==> config.mk <==
export PLATFORM = sky130hd
export DESIGN_NAME = alu_arbiter
export DESIGN_NICKNAME = d
export VERILOG_FILES = /design/src/rtl/alu_arb_pkg.sv /design/src/rtl/alu_rr_pick.sv /design/src/rtl/alu_arbiter.sv
export SDC_FILE = /design/constraint.sdc
export NUM_CORES = 1
export LEC_CHECK = 0
export BUFFER_PORTS_ARGS = -buffer_cell sky130_fd_sc_hd__buf_2
export CAP_MARGIN = 10
export CELL_PAD_IN_SITES_DETAIL_PLACEMENT = 0
export CELL_PAD_IN_SITES_GLOBAL_PLACEMENT = 1
export CORE_MARGIN = 2
export CORE_UTILIZATION = 35
export CTS_BUF_LIST = sky130_fd_sc_hd__clkbuf_4 sky130_fd_sc_hd__clkbuf_8 sky130_fd_sc_hd__clkbuf_16
export CTS_CLUSTER_DIAMETER = 80
export CTS_CLUSTER_SIZE = 14
export DETAILED_ROUTE_END_ITERATION = 8
export PLACE_DENSITY = 0.89
export SETUP_SLACK_MARGIN = 0.4
export SKIP_LAST_GASP = 1
export SLEW_MARGIN = 20
export SYNTH_ARGS = -nofsm -noshare
export SYNTH_HDL_FRONTEND = slang
export SYNTH_SLANG_ARGS = --single-unit
==> constraint.sdc <==
create_clock -name clk -period 3.8 [get_ports clk]
set_input_delay 0.38 -clock clk [delete_from_list [all_inputs] [get_ports clk]]
set_output_delay 0.38 -clock clk [all_outputs]
set_load 0.005 [all_outputs]
==> src/rtl/alu_arb_pkg.sv <==
// ---------------------------------------------------------------------------
// alu_arb_pkg
// Shared definitions for the two-requester ALU arbiter slice.
//   ALU_ARB_DW / ALU_ARB_FW : default operand/result and function-select widths
//   SREG_W                  : width of the ALU status nibble
//   arb_state_t             : arbiter FSM encoding (IDLE, EXEC, RESP)
//   next_rr_ptr()           : pointer value after a grant (points at the loser)
// ---------------------------------------------------------------------------
package alu_arb_pkg;

   localparam int ALU_ARB_DW = 8;
   localparam int ALU_ARB_FW = 4;
   localparam int SREG_W     = 4;

   typedef enum logic [1:0] {
      ST_IDLE = 2'd0,
      ST_EXEC = 2'd1,
      ST_RESP = 2'd2
   } arb_state_t;

   // After granting req0 the pointer moves to req1 and vice versa, so the
   // requester that just lost gets first pick on the next contention.
   function automatic logic next_rr_ptr(input logic [1:0] grant);
      return grant[0];
   endfunction

endpackage

==> src/rtl/alu_rr_pick.sv <==
// ---------------------------------------------------------------------------
// alu_rr_pick
// Combinational grant selection for two requesters.
//   valid0, valid1 : request valids
//   rr_ptr         : round-robin pointer (0 = req0 preferred, 1 = req1)
//   fixed_mode     : 1 = req0 always wins on contention, pointer ignored
//   grant[1:0]     : one-hot grant, all zero when nobody is requesting
// ---------------------------------------------------------------------------
module alu_rr_pick (
   input  logic       valid0,
   input  logic       valid1,
   input  logic       rr_ptr,
   input  logic       fixed_mode,
   output logic [1:0] grant
);

   // A lone requester always wins; contention is settled by the pointer
   // unless fixed priority is selected.
   always_comb begin
      grant = 2'b00;
      if (valid0 && valid1) begin
         grant = (fixed_mode || !rr_ptr) ? 2'b01 : 2'b10;
      end else if (valid0) begin
         grant = 2'b01;
      end else if (valid1) begin
         grant = 2'b10;
      end
   end

endmodule

==> src/rtl/alu_arbiter.sv <==
// ---------------------------------------------------------------------------
// alu_arbiter
// Shares one combinational ALU between two requesters. A granted request is
// latched, presented to the ALU for one cycle (EXEC), and the ALU result is
// registered and held as a response until it is accepted (RESP).
//
// Build option: define ALU_ARB_FIXED_PRIO_EN for fixed priority (req0 wins
// every contention); otherwise requesters alternate round-robin.
//
// Ports
//   clk, reset                 : clock, asynchronous active-high reset
//   reqN_valid/ready           : request handshake, N = 0,1
//   reqN_a, reqN_b, reqN_fsel  : operands and function select
//   resp_valid/ready           : response handshake
//   resp_id                    : which requester the response belongs to
//   resp_result/high/sreg      : captured ALU result, high half, status
//   alu_a, alu_b, alu_fsel     : operands to the shared ALU
//   alu_out, alu_high, alu_sreg: results from the shared ALU
// ---------------------------------------------------------------------------
module alu_arbiter
   import alu_arb_pkg::*;
#(
   parameter int DW = ALU_ARB_DW,
   parameter int FW = ALU_ARB_FW
) (
   input  logic              clk,
   input  logic              reset,

   input  logic              req0_valid,
   output logic              req0_ready,
   input  logic [DW-1:0]     req0_a,
   input  logic [DW-1:0]     req0_b,
   input  logic [FW-1:0]     req0_fsel,

   input  logic              req1_valid,
   output logic              req1_ready,
   input  logic [DW-1:0]     req1_a,
   input  logic [DW-1:0]     req1_b,
   input  logic [FW-1:0]     req1_fsel,

   output logic              resp_valid,
   input  logic              resp_ready,
   output logic              resp_id,
   output logic [DW-1:0]     resp_result,
   output logic [DW-1:0]     resp_high,
   output logic [SREG_W-1:0] resp_sreg,

   output logic [DW-1:0]     alu_a,
   output logic [DW-1:0]     alu_b,
   output logic [FW-1:0]     alu_fsel,
   input  logic [DW-1:0]     alu_out,
   input  logic [DW-1:0]     alu_high,
   input  logic [SREG_W-1:0] alu_sreg
);

`ifdef ALU_ARB_FIXED_PRIO_EN
   localparam logic FIXED_MODE = 1'b1;
`else
   localparam logic FIXED_MODE = 1'b0;
`endif

   arb_state_t        state;
   arb_state_t        next_state;
   logic              rr_ptr;
   logic [1:0]        grant;
   logic              accept;
   logic [DW-1:0]     lat_a;
   logic [DW-1:0]     lat_b;
   logic [FW-1:0]     lat_fsel;
   logic              lat_id;

   alu_rr_pick u_pick (
      .valid0     (req0_valid),
      .valid1     (req1_valid),
      .rr_ptr     (rr_ptr),
      .fixed_mode (FIXED_MODE),
      .grant      (grant)
   );

   // A transfer happens exactly when one of the two readies is up.
   assign accept = req0_ready | req1_ready;

   // The ALU always sees the most recently latched request, so its inputs
   // hold steady between operations instead of dropping back to zero.
   assign alu_a    = lat_a;
   assign alu_b    = lat_b;
   assign alu_fsel = lat_fsel;

   // State register.
   always_ff @(posedge clk or posedge reset) begin
      if (reset) begin
         state <= ST_IDLE;
      end else begin
         state <= next_state;
      end
   end

   // Next-state logic: one cycle in EXEC, then wait in RESP for the consumer.
   always_comb begin
      next_state = state;
      case (state)
         ST_IDLE: if (accept)     next_state = ST_EXEC;
         ST_EXEC:                 next_state = ST_RESP;
         ST_RESP: if (resp_ready) next_state = ST_IDLE;
         default:                 next_state = ST_IDLE;
      endcase
   end

   // Output logic. Readies are masked while reset is held so nothing looks
   // acceptable during reset even though the state register reads IDLE.
   always_comb begin
      req0_ready = 1'b0;
      req1_ready = 1'b0;
      resp_valid = 1'b0;
      if (state == ST_IDLE && !reset) begin
         req0_ready = grant[0];
         req1_ready = grant[1];
      end
      if (state == ST_RESP) begin
         resp_valid = 1'b1;
      end
   end

   // Request latches, round-robin pointer and response registers. The
   // response is captured at the end of EXEC and left untouched through RESP.
   always_ff @(posedge clk or posedge reset) begin
      if (reset) begin
         rr_ptr      <= 1'b0;
         lat_a       <= '0;
         lat_b       <= '0;
         lat_fsel    <= '0;
         lat_id      <= 1'b0;
         resp_id     <= 1'b0;
         resp_result <= '0;
         resp_high   <= '0;
         resp_sreg   <= '0;
      end else begin
         if (accept) begin
            lat_a    <= grant[1] ? req1_a    : req0_a;
            lat_b    <= grant[1] ? req1_b    : req0_b;
            lat_fsel <= grant[1] ? req1_fsel : req0_fsel;
            lat_id   <= grant[1];
            rr_ptr   <= next_rr_ptr(grant);
         end
         if (state == ST_EXEC) begin
            resp_id     <= lat_id;
            resp_result <= alu_out;
            resp_high   <= alu_high;
            resp_sreg   <= alu_sreg;
         end
      end
   end

endmodule

* Yosys cells after proc, flatten, opt, wreduce, memory -nomap -nowiden
Cells that the tools add are included. Widths: inputs -> output; s select.
Word-level totals: word-level logic and storage cells 33, input port bits 65, output and inout bits 44, bits in registers 45
Operators by class: bitwise logic cells 1, mux-type cells 13, equal/unequal tests 4, reductions and logical operators 5
Operators with widths (count):
- $mux 8 | 2
- $mux 2 | 6
- $pmux 2 s3 | 1
- $mux 4 | 1
- $ne 2x2->1 const B | 2
- $mux 1 | 3
- $eq 2x1->1 const B | 1
- $eq 2x2->1 const B | 1
- $logic_and 1x1->1 | 2
- $logic_not 2->1 | 1
- $reduce_and 2->1 | 1
- $logic_not 1->1 | 1
- $or 1x1->1 | 1

* Longest topological paths before layout
depth in word-level cells 7, gate-level depth with buffers 4, gate-level depth less buffers 3

* Modules after synthesis
Synthesis repeated with hierarchy kept, for this count alone.
Unflattened totals: cell total of the unflattened synthesis 130, area, all modules 2160.8 um^2
By module, submodules not included:
- alu_arbiter | times used 1, area each 2130.8 um^2, cells an instance 126, sequential area each 1126.1 um^2
- alu_rr_pick | times used 1, area each 30.0 um^2, cells an instance 4, sequential area each 0.0 um^2

* Worst setup path before layout
Ideal clock, no wire load.
kind flip-flop to output port, start point register rr_ptr, end point output port req1_ready, buffers on the path 1, data required time 3.420 ns, slack 2.499 ns, data arrival time 0.921 ns, cell stages (with the launch flop) 4, cells stage by stage dfrtp_1 nor2b_1 clkbuf_1 nor3b_1
Between the ends: longest elaborated chain between the ends 3
Ends and longest elaborated chain:
- from (decl) | RTL line alu_arbiter.sv:64 | logic rr_ptr;
- from (signal assigned) | RTL line alu_arbiter.sv:143 | rr_ptr <= next_rr_ptr(grant);
- $mux 2 | RTL line alu_rr_pick.sv:22 | grant = (fixed_mode || !rr_ptr) ? 2'b01 : 2'b10;
- $mux 2 | RTL line alu_rr_pick.sv:21 | if (valid0 && valid1) begin
- $mux 1 | RTL line alu_arbiter.sv:115 | if (state == ST_IDLE && !reset) begin
- to (decl) | RTL line alu_arbiter.sv:36 | output logic req1_ready,
No other way between the ends.

* Worst setup path in the final report
start point register state[0], end point output port req1_ready
Between the ends: longest elaborated chain between the ends 3
Ends and longest elaborated chain:
- from (decl) | RTL line alu_arbiter.sv:62 | arb_state_t state;
- from (signal assigned) | RTL line alu_arbiter.sv:94 | state <= next_state;
- $logic_not 2->1 | RTL line alu_arbiter.sv:115
- $logic_and 1x1->1 | RTL line alu_arbiter.sv:115
- $mux 1 | RTL line alu_arbiter.sv:115
No other way between the ends.

==> metrics.cfg <==
[worst_setup_path]
slowest_delay_ns=0.44
timing.rr.start=state[0]
required_ns=3.42
critPathArrivalTime_ns=1.80
worst-path-stages=4
critPathMaxFanout=16
r2r_end=alu_a[1]
cp_slowest_cell=dfrtp_1
critPathBufInv=2
regToRegSetupSlack_ns=1.91
endpoint=req1_ready
crit_path_end_kind=output port
crit_start=state[0]
reg2reg_depth=4
path_class=flip-flop to output port
cp_top_family=simple AND/OR/NAND/NOR gates
cp-start-kind=flip-flop
worstPathCellList=nor3_4, buf_4, nor3b_1, buf_2

[clock_tree]
post_cts_buffers=0
tritoncts=built
cts_buffers=5
ctsHoldBuffers=0
htreeDepth=2
post_cts_resized=0
path_clk_slew_ns=0.09
cts_buffer_depth=2
clock_latency_ns=0.29
cts-root-buf=clkbuf_8
cts.sinks=45

[yosys]
synth_largest_area_cell=dfrtp_1
netlist_instances=134
syn_area_per_cell_sq_um=14.0
synth_nets=199
ys_warn_count=0
ys_seq_area_share_pct=60.0
ys_ff_latch=45
synth_top_area_share_pct=60.0
synth_area_leaders=dfrtp_1, mux2_2, a2bb2oi_1
synth_cell_types=19
netlist_area_sq_um=1880

[grt]
grt_max_degree=46
grt_pass1_wl_mm=7.61
grt_usage_pct=16.0
antenna_found_initial=0
grt_pass1_vias=1600
overflow=0

[die]
ios=109
fp.dieH_um=77.2
initial_core_util_pct=36.5
die_x_um=77.2
rows=26
core-area_sq_um=5140
die-area_sq_um=5960

[placed_design]
place_inst=302
gp_congestion=0.729
port_buffers=108
place_hpwl_mm=3.37

[route]
wire_per_inst_um=14.9
ant_nets=0
vias_per_cell=5.08
first_pass_iters=4
drt_first_iter_violations=28
via_count=1574
routed_wl_mm=4.62
drc=0

[sta]
fin_tns_setup_ns=0
tightest_slew_ns=0.986
fin_skew_ns=0.0129
hold_violations=0
rsz0062_at_grt=false
slew_viol_final=0
timing.final.crit_share_pct=57.3
final.min_clock_period_ns=2.18
slew_headroom_pct=34.3
fmax_ghz=0.459
setup_violations=0

[outcome]
status=completed

[power_and_ir_drop]
powerDensity_nw_per_um2=698
power.leakage_nw=1.20
ir_drop_mv=0.335

[run]
cap_violations=0

[layout]
drive_gt1_share_pct=59.6
area_growth_pct=36.0
finalNonFillerCells=310
diodes=0
final_common_cell=buf_2
layout_common_cells=buf_2, dfrtp_1, mux2_2
nets=304
fillerInstances=500

[min_path]
hold_class=input pin to flip-flop

[per-stage QoR]
| step | util (%) | hold slack (ns) | setup WS, ns | instance area [sq um] | total power, mW |
|---|---|---|---|---|---|
| after floorplan | - | 0.459 | 2.36 | 1880 | 1.18 |
| after global placement | 47.9 | 0.481 | 1.95 | 2460 | 1.48 |
| after detailed placement | 47.9 | 0.487 | 1.91 | 2460 | 1.51 |
| after CTS | 49.6 | 0.262 | 1.63 | 2550 | 1.81 |
| after global routing | 49.6 | 0.284 | 1.54 | 2550 | 1.91 |
| final | 49.6 | 0.277 | 1.62 | 2550 | 1.78 |
[how the worst min path moves through the flow]
stage / depth (start not counted) / slack, ns / endpoint / startpoint
2_1_floorplan: 2 / 0.46 / lat_id / lat_id
3_3_place_gp: 2 / 0.48 / lat_id / lat_id
3_5_place_dp: 1 / 0.49 / resp_high[0] / resp_high[0]
4_1_cts: 2 / 0.26 / state[1] / resp_ready
5_1_grt: 2 / 0.28 / state[1] / resp_ready
6_report: 2 / 0.28 / state[1] / resp_ready
[sequential cells by signal, summed over array words and instances (netlist names)]
| register | count |
|---|---|
| alu_fsel | 4 |
| alu_a | 8 |
| rr_ptr | 1 |
| alu_b | 8 |
| lat_id | 1 |
| resp_id | 1 |
| resp_result | 8 |
| state | 2 |
| resp_high | 8 |
| resp_sreg | 4 |
[cells in the mapped netlist, drive strengths merged]
cell,number
nor4,1
clkbuf,7
nor3b,1
mux2,21
o21a,1
o32ai,20
a21oi,2
nor3,1
a2bb2oi,20
a31oi,1
dfrtp,45
a21bo,1
inv,3
nand2b,2
o21ai,1
nor2,1
nor2b,1
buf,5
[routing by layer]
metal,vias up,routed length (um),GRT usage [%]
li1,737,-,-
met3,4,324,4.35
met1,769,1890,19.5
met4,0,36,5.71
met2,64,2380,27.0
met5,-,0,0
[worst register-to-register path: stages, from the launching register on]
cell and delay, ns:
dfrtp_1 0.44, nor3_4 0.41, buf_4 0.30, o21a_2 0.44
a2bb2oi_1 0.21
[logic make-up after synthesis]
family,synth area share (%)
and+or+nand+nor,2.80
AOI/OAI and AO/OA,20.8
DFF,60.0
buffers and inverters,3.74
muxes,12.6
[cell type report]
| type | instances | area (sq um) | area share [%] |
|---|---|---|---|
| well taps | 70 | 87.6 | 3.43 |
| flip-flops and latches | 45 | 1130 | 44.1 |
| clock buffers | 7 | 83.8 | 3.29 |
| clock inverters | 1 | 7.51 | 0.294 |
| inverters | 3 | 11.3 | 0.441 |
| multi-input cells | 74 | 679 | 26.6 |
| repair buffers | 110 | 556 | 21.8 |
[report_power, final]
part	switching, mW	internal, mW
logic	0.276	0.384
clock network	0.155	0.145
registers	0.116	0.704
No activity file was read; power rests on OpenSTA's default activity.
